--- config.mk ---
export PLATFORM = sky130hd
export DESIGN_NAME = pio_in_debounced
export DESIGN_NICKNAME = d
export VERILOG_FILES = /design/src/rtl/pio_pkg.sv /design/src/rtl/pio_debounce_chan.sv /design/src/rtl/pio_in_debounced.sv
export SDC_FILE = /design/constraint.sdc
export NUM_CORES = 1
export LEC_CHECK = 0
export BUFFER_PORTS_ARGS = -buffer_cell sky130_fd_sc_hd__buf_2
export CORE_AREA = 4 4 119 121
export CTS_CLUSTER_SIZE = 40
export DETAILED_ROUTE_END_ITERATION = 12
export DIE_AREA = 0 0 123 125
export GPL_TIMING_DRIVEN = 1
export HOLD_SLACK_MARGIN = 0.02
export PLACE_DENSITY_LB_ADDON = 0.05
export SETUP_SLACK_MARGIN = 0.02
export SYNTH_ARGS = -nofsm -noshare
export SYNTH_HDL_FRONTEND = slang
export SYNTH_SLANG_ARGS = --single-unit
--- constraint.sdc ---
create_clock -name clk -period 1.9 [get_ports clk]
set_input_delay 0.095 -clock clk [delete_from_list [all_inputs] [get_ports clk]]
set_output_delay 0.095 -clock clk [all_outputs]
set_load 0.05 [all_outputs]
--- src/rtl/pio_pkg.sv ---
// Shared definitions for the debounced PIO input port.
// Holds the register word addresses, the edge-mode encodings and the
// per-bit edge-detect helper used by the top level.
package pio_pkg;

    localparam logic [2:0] ADDR_DATA         = 3'd0;
    localparam logic [2:0] ADDR_EDGE_MODE    = 3'd1;
    localparam logic [2:0] ADDR_IRQ_MASK     = 3'd2;
    localparam logic [2:0] ADDR_EDGE_CAPTURE = 3'd3;
    localparam logic [2:0] ADDR_RAW          = 3'd4;

    typedef enum logic [1:0] {
        EDGE_RISE = 2'd0,
        EDGE_FALL = 2'd1,
        EDGE_ANY  = 2'd2,
        EDGE_NONE = 2'd3
    } edge_mode_e;

    // Edge event for one channel, from the stable bit and its delayed copy.
    function automatic logic edge_detect(input edge_mode_e mode,
                                         input logic stable,
                                         input logic prev);
        logic hit;
        case (mode)
            EDGE_RISE: hit = stable & ~prev;
            EDGE_FALL: hit = ~stable & prev;
            EDGE_ANY:  hit = stable ^ prev;
            EDGE_NONE: hit = 1'b0;
            default:   hit = 1'b0;
        endcase
        return hit;
    endfunction

endpackage

--- src/rtl/pio_debounce_chan.sv ---
// One input channel: synchroniser chain, debounce counter, stable bit and
// a one-cycle-delayed copy of the stable bit for edge detection.
// Ports:
//   clk, reset : clock and synchronous active-high reset
//   din        : raw asynchronous pin
//   synced     : output of the synchroniser chain (undebounced)
//   stable     : debounced level
//   prev       : stable delayed by one clock
module pio_debounce_chan #(
    parameter int SYNC_STAGES     = 2,
    parameter int DEBOUNCE_CYCLES = 4
) (
    input  logic clk,
    input  logic reset,
    input  logic din,
    output logic synced,
    output logic stable,
    output logic prev
);

    localparam int CNT_W = (DEBOUNCE_CYCLES > 0) ? $clog2(DEBOUNCE_CYCLES + 1) : 1;
    // Count value reached on the last differing cycle before the toggle.
    localparam logic [CNT_W-1:0] CNT_LAST = CNT_W'(DEBOUNCE_CYCLES - 1);

    logic [SYNC_STAGES-1:0] sync_q, sync_d;
    logic [CNT_W-1:0]       cnt_q, cnt_d;
    logic                   stable_q, stable_d;
    logic                   prev_q, prev_d;

    // Next-state for synchroniser, debounce counter and stable/prev bits.
    always_comb begin
        sync_d   = {sync_q[SYNC_STAGES-2:0], din};
        prev_d   = stable_q;
        stable_d = stable_q;
        cnt_d    = {CNT_W{1'b0}};
        if (DEBOUNCE_CYCLES == 0) begin
            stable_d = sync_q[SYNC_STAGES-1];
        end else if (sync_q[SYNC_STAGES-1] != stable_q) begin
            // Toggle on the DEBOUNCE_CYCLES-th consecutive differing cycle.
            if (cnt_q == CNT_LAST) begin
                stable_d = ~stable_q;
                cnt_d    = {CNT_W{1'b0}};
            end else begin
                cnt_d = cnt_q + CNT_W'(1);
            end
        end else begin
            // Any agreeing cycle restarts the count (glitch rejection).
            cnt_d = {CNT_W{1'b0}};
        end
    end

    // Channel state registers with synchronous reset.
    always_ff @(posedge clk) begin
        if (reset) begin
            sync_q   <= {SYNC_STAGES{1'b0}};
            cnt_q    <= {CNT_W{1'b0}};
            stable_q <= 1'b0;
            prev_q   <= 1'b0;
        end else begin
            sync_q   <= sync_d;
            cnt_q    <= cnt_d;
            stable_q <= stable_d;
            prev_q   <= prev_d;
        end
    end

    assign synced = sync_q[SYNC_STAGES-1];
    assign stable = stable_q;
    assign prev   = prev_q;

endmodule

--- src/rtl/pio_in_debounced.sv ---
// Avalon-MM slave input port with per-channel synchronise/debounce,
// selectable edge mode, write-1-to-clear edge capture and masked irq.
// Ports:
//   clk, reset          : clock and synchronous active-high reset
//   address, chipselect,
//   write_n, writedata  : Avalon-MM slave write/read controls
//   in_port             : raw asynchronous pins
//   readdata            : registered read data (latency 1)
//   irq                 : OR of pending, unmasked capture bits
module pio_in_debounced
    import pio_pkg::*;
#(
    parameter int WIDTH           = 18,
    parameter int SYNC_STAGES     = 2,
    parameter int DEBOUNCE_CYCLES = 4
) (
    input  logic             clk,
    input  logic             reset,
    input  logic [2:0]       address,
    input  logic             chipselect,
    input  logic             write_n,
    input  logic [31:0]      writedata,
    input  logic [WIDTH-1:0] in_port,
    output logic [31:0]      readdata,
    output logic             irq
);

    logic [WIDTH-1:0] synced_s, stable_s, prev_s, edge_det_s, clr_s;
    logic             wr_en_s;
    logic             unused_wdata_s;

    edge_mode_e       edge_mode_q, edge_mode_d;
    logic [WIDTH-1:0] irq_mask_q, irq_mask_d;
    logic [WIDTH-1:0] edge_capture_q, edge_capture_d;
    logic [31:0]      readdata_q, readdata_d;

    for (genvar g = 0; g < WIDTH; g++) begin : g_chan
        pio_debounce_chan #(
            .SYNC_STAGES    (SYNC_STAGES),
            .DEBOUNCE_CYCLES(DEBOUNCE_CYCLES)
        ) u_chan (
            .clk   (clk),
            .reset (reset),
            .din   (in_port[g]),
            .synced(synced_s[g]),
            .stable(stable_s[g]),
            .prev  (prev_s[g])
        );
    end

    assign wr_en_s        = chipselect & ~write_n;
    assign unused_wdata_s = ^writedata;

    // Per-channel edge events under the current edge mode.
    always_comb begin
        edge_det_s = {WIDTH{1'b0}};
        for (int i = 0; i < WIDTH; i++) begin
            edge_det_s[i] = edge_detect(edge_mode_q, stable_s[i], prev_s[i]);
        end
    end

    // Register-file write decode and edge-capture update (set beats clear).
    always_comb begin
        edge_mode_d = edge_mode_q;
        irq_mask_d  = irq_mask_q;
        clr_s       = {WIDTH{1'b0}};
        if (wr_en_s) begin
            case (address)
                ADDR_EDGE_MODE:    edge_mode_d = edge_mode_e'(writedata[1:0]);
                ADDR_IRQ_MASK:     irq_mask_d  = writedata[WIDTH-1:0];
                ADDR_EDGE_CAPTURE: clr_s       = writedata[WIDTH-1:0];
                default:           clr_s       = {WIDTH{1'b0}};
            endcase
        end else begin
            clr_s = {WIDTH{1'b0}};
        end
        edge_capture_d = (edge_capture_q & ~clr_s) | edge_det_s;
    end

    // Read mux; unused upper bits and unmapped words return zero.
    always_comb begin
        readdata_d = 32'd0;
        case (address)
            ADDR_DATA:         readdata_d[WIDTH-1:0] = stable_s;
            ADDR_EDGE_MODE:    readdata_d[1:0]       = edge_mode_q;
            ADDR_IRQ_MASK:     readdata_d[WIDTH-1:0] = irq_mask_q;
            ADDR_EDGE_CAPTURE: readdata_d[WIDTH-1:0] = edge_capture_q;
            ADDR_RAW:          readdata_d[WIDTH-1:0] = synced_s;
            default:           readdata_d            = 32'd0;
        endcase
    end

    // Register file and read-data register with synchronous reset.
    always_ff @(posedge clk) begin
        if (reset) begin
            edge_mode_q    <= EDGE_RISE;
            irq_mask_q     <= {WIDTH{1'b0}};
            edge_capture_q <= {WIDTH{1'b0}};
            readdata_q     <= 32'd0;
        end else begin
            edge_mode_q    <= edge_mode_d;
            irq_mask_q     <= irq_mask_d;
            edge_capture_q <= edge_capture_d;
            readdata_q     <= readdata_d;
        end
    end

    assign readdata = readdata_q;
    assign irq      = |(edge_capture_q & irq_mask_q);

endmodule
After elaboration in Yosys (flattened, before gate mapping)
Cells that the tools add are included.
{ "word_totals": {"regBits": 196, "latch_bits": 0, "mem_bits_rw": 0, "rom_bits": 0, "in_bits": 57, "wordCells": 315, "n_memories": 0} }
{ "op_classes": {"n_addsub": 18, "multipliers": 0, "div": 0, "order_cmp": 0, "eq_ne": 43, "n_shift": 0, "muxes": 22, "bitwise_logic": 114, "reduce_logical": 41} }
{ "ops": {"columns": ["op", "n"], "rows": [
  ["$pmux 1 s4", 18],
  ["$pmux 16 s4", 1],
  ["$eq 3x2->1 const B", 20],
  ["$not 1->1", 55],
  ["$add 3x1->3 const B", 18],
  ["$reduce_or 3->1", 18],
  ["$reduce_and 2->1", 20],
  ["$and 1x1->1", 37],
  ["$and 18x18->18", 2],
  ["$mux 18", 2],
  ["$ne 1x1->1", 18],
  ["$not 18->18", 1],
  ["$or 18x18->18", 1],
  ["$reduce_or 18->1", 1],
  ["$xor 1x1->1", 18],
  ["$pmux 2 s5", 1],
  ["$eq 2x2->1 const B", 2],
  ["$eq 3x1->1 const B", 1],
  ["$eq 3x3->1 const B", 1],
  ["$logic_not 3->1", 1],
  ["$eq 2x1->1 const B", 1],
  ["$logic_not 2->1", 1]
]} }

Depth between registers and ports, before layout
{ "logic_depth": {"ltp_word": 6, "depth_mapped": 7} }

By module
A second synthesis with hierarchy kept.
{ "hier_totals": {"cells_unflattened": 759, "hier_area_um2": 7686.1} }
{ "by_module_without_submodules": {"columns": ["module", "n_inst", "cells_per_inst", "area_per_inst_um2"], "rows": [
  ["pio_debounce_chan", 18, 19, 237.7],
  ["pio_in_debounced", 1, 417, 3407.0]
]} }

Worst setup path before layout
OpenSTA, ideal clock, no wires.
{ "synth_path": {"kind": "reg-to-output", "start": "register edge_capture_q[16]", "end": "output port irq", "arrival_time_ps": 1326, "slack_ps": 479, "stages_incl_launch_ff": 5, "n_path_buf": 0, "cell_sequence": "dfxtp_1 > a22o_1 > a221oi_1 > and3_1 > nand4_1"} }
{ "synth_between": {"elab_chain_cells": 2} }
{ "synth_lines": {"columns": ["item", "line_no", "text"], "rows": [
  ["start: declaration", "pio_in_debounced.sv:34", "logic [WIDTH-1:0] edge_capture_q, edge_capture_d;"],
  ["start signal: assignment", "pio_in_debounced.sv:98", "edge_capture_q <= {WIDTH{1'b0}};"],
  ["start signal: assignment", "pio_in_debounced.sv:103", "edge_capture_q <= edge_capture_d;"],
  ["$and 18x18->18", "pio_in_debounced.sv:109", "assign irq = |(edge_capture_q & irq_mask_q);"],
  ["$reduce_or 18->1", "pio_in_debounced.sv:109", null],
  ["end: declaration", "pio_in_debounced.sv:25", "output logic irq"]
]} }
Every way passes these cells.

Final worst setup path
Same ends and word-level chain as after synthesis.

==> results.py <==
metrics = {
    "outcome": {
        "status": "completed",
    },
    "layout": {
        "diodes": 0,
        "areaGrowthSynthToFinish_pct": 20.3,
        "nNetsFinal": 1021,
        "layout-drive-gt1-share_pct": 13.7,
        "design_area_um2": 8980,
        "fin_cells": 1081,
    },
    "clocking": {
        "cts_tree": "built",
        "cts_buffers": 17,
        "clk_pin_slew_ps": 70,
        "cts_num_sinks": 182,
        "cts.htree.levels": 4,
        "clockRootBuffer": "clkbuf_16",
        "clock_path_buffers": 2,
        "insertion_delay_ps": 440,
    },
    "detailed_routing": {
        "wl_per_cell_um": 14.4,
        "drt_wl_total_um": 15500,
        "drc": 0,
        "routed_via_density": 5.14,
        "drt_iter0_drc": 424,
        "ant_nets": 0,
        "routed-via-count": 5557,
        "first_pass_iters": 7,
    },
    "placement": {
        "post-dp-hpwl_um": 10700,
        "portBuffers": 61,
        "dp.cells": 1011,
        "place_area_um2": 7990,
        "place.gp.congestion": 0.807,
    },
    "synthesis": {
        "synth_xor_area_share_pct": 2.11,
        "synth_top_flop_cell": "dfxtp_1",
        "synth_top_family_by_area": "simple AND/OR/NAND/NOR gates",
        "synth_compound_area_share_pct": 9.93,
        "synth_edf_count": 0,
        "syn_area_um2": 7470,
        "synth-async-reset-ratio_pct": 0,
        "ys.warnings.count": 0,
        "syn_inst": 786,
        "ys_ff_latch": 182,
        "synthSimpleGateAreaFrac_pct": 14.5,
        "synth.distinct_cells": 35,
        "yosysSeqAreaShare_pct": 48.8,
        "syn-mean-instance-area_um2": 9.50,
        "synthMuxAreaShare_pct": 5.38,
        "synth_fa_ha_area_share_pct": 12.1,
    },
    "floorplan": {
        "initial_utilization_pct": 57.1,
        "die-area_um2": 15400,
        "die_y_um": 125,
        "io_pins": 90,
        "fp.coreArea_um2": 13100,
        "std_cell_rows": 42,
        "die_w_um": 123,
    },
    "grt": {
        "grt_start_max_net_pins": 43,
        "grt.overflow.total": 0,
        "grt_pass1_wl_um": 25300,
        "grtUsageTotal_pct": 20.9,
        "first_global_vias": 5386,
        "grt_antenna_before_repair": 0,
    },
    "setup_path": {
        "crit_fanout": 3,
        "critPathKind": "reg -> out",
        "crit_required_ps": 1800,
        "r2r_setup_slack_ps": 560,
        "arrival_ps": 1780,
        "start_kind": "flop",
        "crit_path_end_kind": "primary output",
    },
    "power": {
        "finalPower_mw": 7.81,
        "power.static_leakage_nw": 3.47,
        "power.density_nw_per_um2": 870,
        "ir_worst_vdd_uv": 676,
    },
    "timing": {
        "timing_hold_violations_final": 0,
        "finalSetupViolCount": 0,
        "skew_ps": 16.0,
        "rsz0062_at_grt": "yes",
        "hold_ws_ps": 106,
        "period_share_pct": 98.5,
        "tns_ps": 0,
        "drv_slew": 0,
        "period_minus_slack_ps": 1870,
        "max_freq_mhz": 535,
    },
    "run": {
        "maxCapViolCount": 0,
    },
    "hold_path": {
        "holdCritPathClass": "in -> reg",
    },
}
[sequential cells by signal, indices dropped and copies added (netlist names)]
register              count
edge_mode_q               2
irq_mask_q               18
g_chan.u_chan.sync_q     36
edge_capture_q           18
g_chan.u_chan.cnt_q      54
g_chan.u_chan.stable     18
readdata                 18
g_chan.u_chan.prev       18
[critical path, stage by stage (launching register included)]
cell      delay, ps
dfxtp_2         340
a22o_1          230
a221oi_2        210
and3_1          220
nand4_1         140
buf_6           200
[synthesized netlist by cell type, drive strengths merged, types with 2 or more instances]
master / number / share of area (%)
dfxtp: 182 / 49
nor2: 112 / 5.8
inv: 74 / 3.7
ha: 72 / 12
a21oi: 53 / 3.6
mux2i: 39 / 5.2
nand2: 38 / 1.9
nor2b: 37 / 3.1
a22oi: 36 / 3.6
buf: 26 / 2.3
clkbuf: 23 / 1.2
o22ai: 19 / 1.6
nand3: 18 / 1.2
or3: 18 / 1.5
xnor2: 18 / 2.1
a221oi: 4 / 0.47
a22o: 3 / 0.35
nand2b: 2 / 0.17
nor3b: 2 / 0.35
[through the flow]
stage	util, %	setup slack, ps
detailed placement	61.1	408
global route	68.6	-44.1
global placement	61.1	443
floorplan	-	479
CTS	68.6	23.2
finish	68.6	29.3
[repair_timing]
action | in CTS | in global routing
setup endpoints to repair | 1 | 1
setup buffers | 0 | 1
endpoints found under the hold margin | 56 | 0
pin swaps | 1 | 2
cloned | 0 | 0
gates resized for setup | 4 | 2
hold buffers | 37 | 0
[layout by cell type, fill, tap and decap left out, drive strengths merged, types with 2 or more instances in the layout]
| cell type | Yosys | final |
|---|---|---|
| dfxtp | 182 | 182 |
| nor2 | 112 | 112 |
| buf | 26 | 86 |
| inv | 74 | 76 |
| ha | 72 | 72 |
| a21oi | 53 | 53 |
| mux2i | 39 | 39 |
| nand2 | 38 | 38 |
| nor2b | 37 | 37 |
| dlygate4sd3 | 0 | 37 |
| a22oi | 36 | 36 |
| clkbuf | 23 | 22 |
| o22ai | 19 | 19 |
| xnor2 | 18 | 18 |
| or3 | 18 | 18 |
| nand3 | 18 | 18 |
| conb | 1 | 14 |
| a221oi | 4 | 4 |
| a22o | 3 | 3 |
| clkinvlp | 0 | 3 |
| clkinv | 0 | 3 |
| nand2b | 2 | 2 |
| bufinv | 0 | 2 |
| nor3b | 2 | 2 |
[final timing paths]
path | startpoint | to | cells after the start
worst min-delay path | reset | g_chan[1].u_chan.prev$_SDFF_PP0_ | 2
worst min register to register | g_chan[4].u_chan.cnt_q[0]$_SDFF_PP0_ | g_chan[4].u_chan.cnt_q[0]$_SDFF_PP0_ | 1
worst max-delay path | edge_capture_q[16]$_SDFF_PP0_ | irq | 5
worst max register to register | g_chan[8].u_chan.cnt_q[0]$_SDFF_PP0_ | g_chan[8].u_chan.cnt_q[1]$_SDFF_PP0_ | 4
[report_power, final]
part | switching [mW] | total, mW | internal [mW]
Combinational | 0.247 | 0.413 | 0.166
Sequential | 0.0313 | 3.90 | 3.87
Clock | 1.45 | 3.50 | 2.05
Total | 1.73 | 7.81 | 6.08
[per-layer routing]
layer / track usage, % / routed length [um] / part of all wire [%]
met5: 0 / 0 / 0
met4: 9.19 / 427 / 2.7
met3: 5.47 / 757 / 4.9
met2: 35.5 / 7620 / 49
met1: 24.6 / 6740 / 43
[cell type report]
type                       count  area (um^2)
inverter                      74          278
clock inverter                10          119
fill                        1061         4100
sequential                   182         3650
timing repair buffer         123          897
clock buffer                  22          474
tap                          176          220
multi-input combinational    494         3350
[cell families (layout without fill, tap and decap cells)]
logic type | after synthesis | in the layout
buffers and inverters | 123 | 229
and+or+nand+nor | 232 | 232
DFF | 182 | 182
AOI/OAI and AO/OA | 118 | 118
other | 1 | 14
adders and majority gates | 72 | 72
muxes | 40 | 40
xor gates and xnor gates | 18 | 18
No activity file was read; power rests on OpenSTA's default activity.
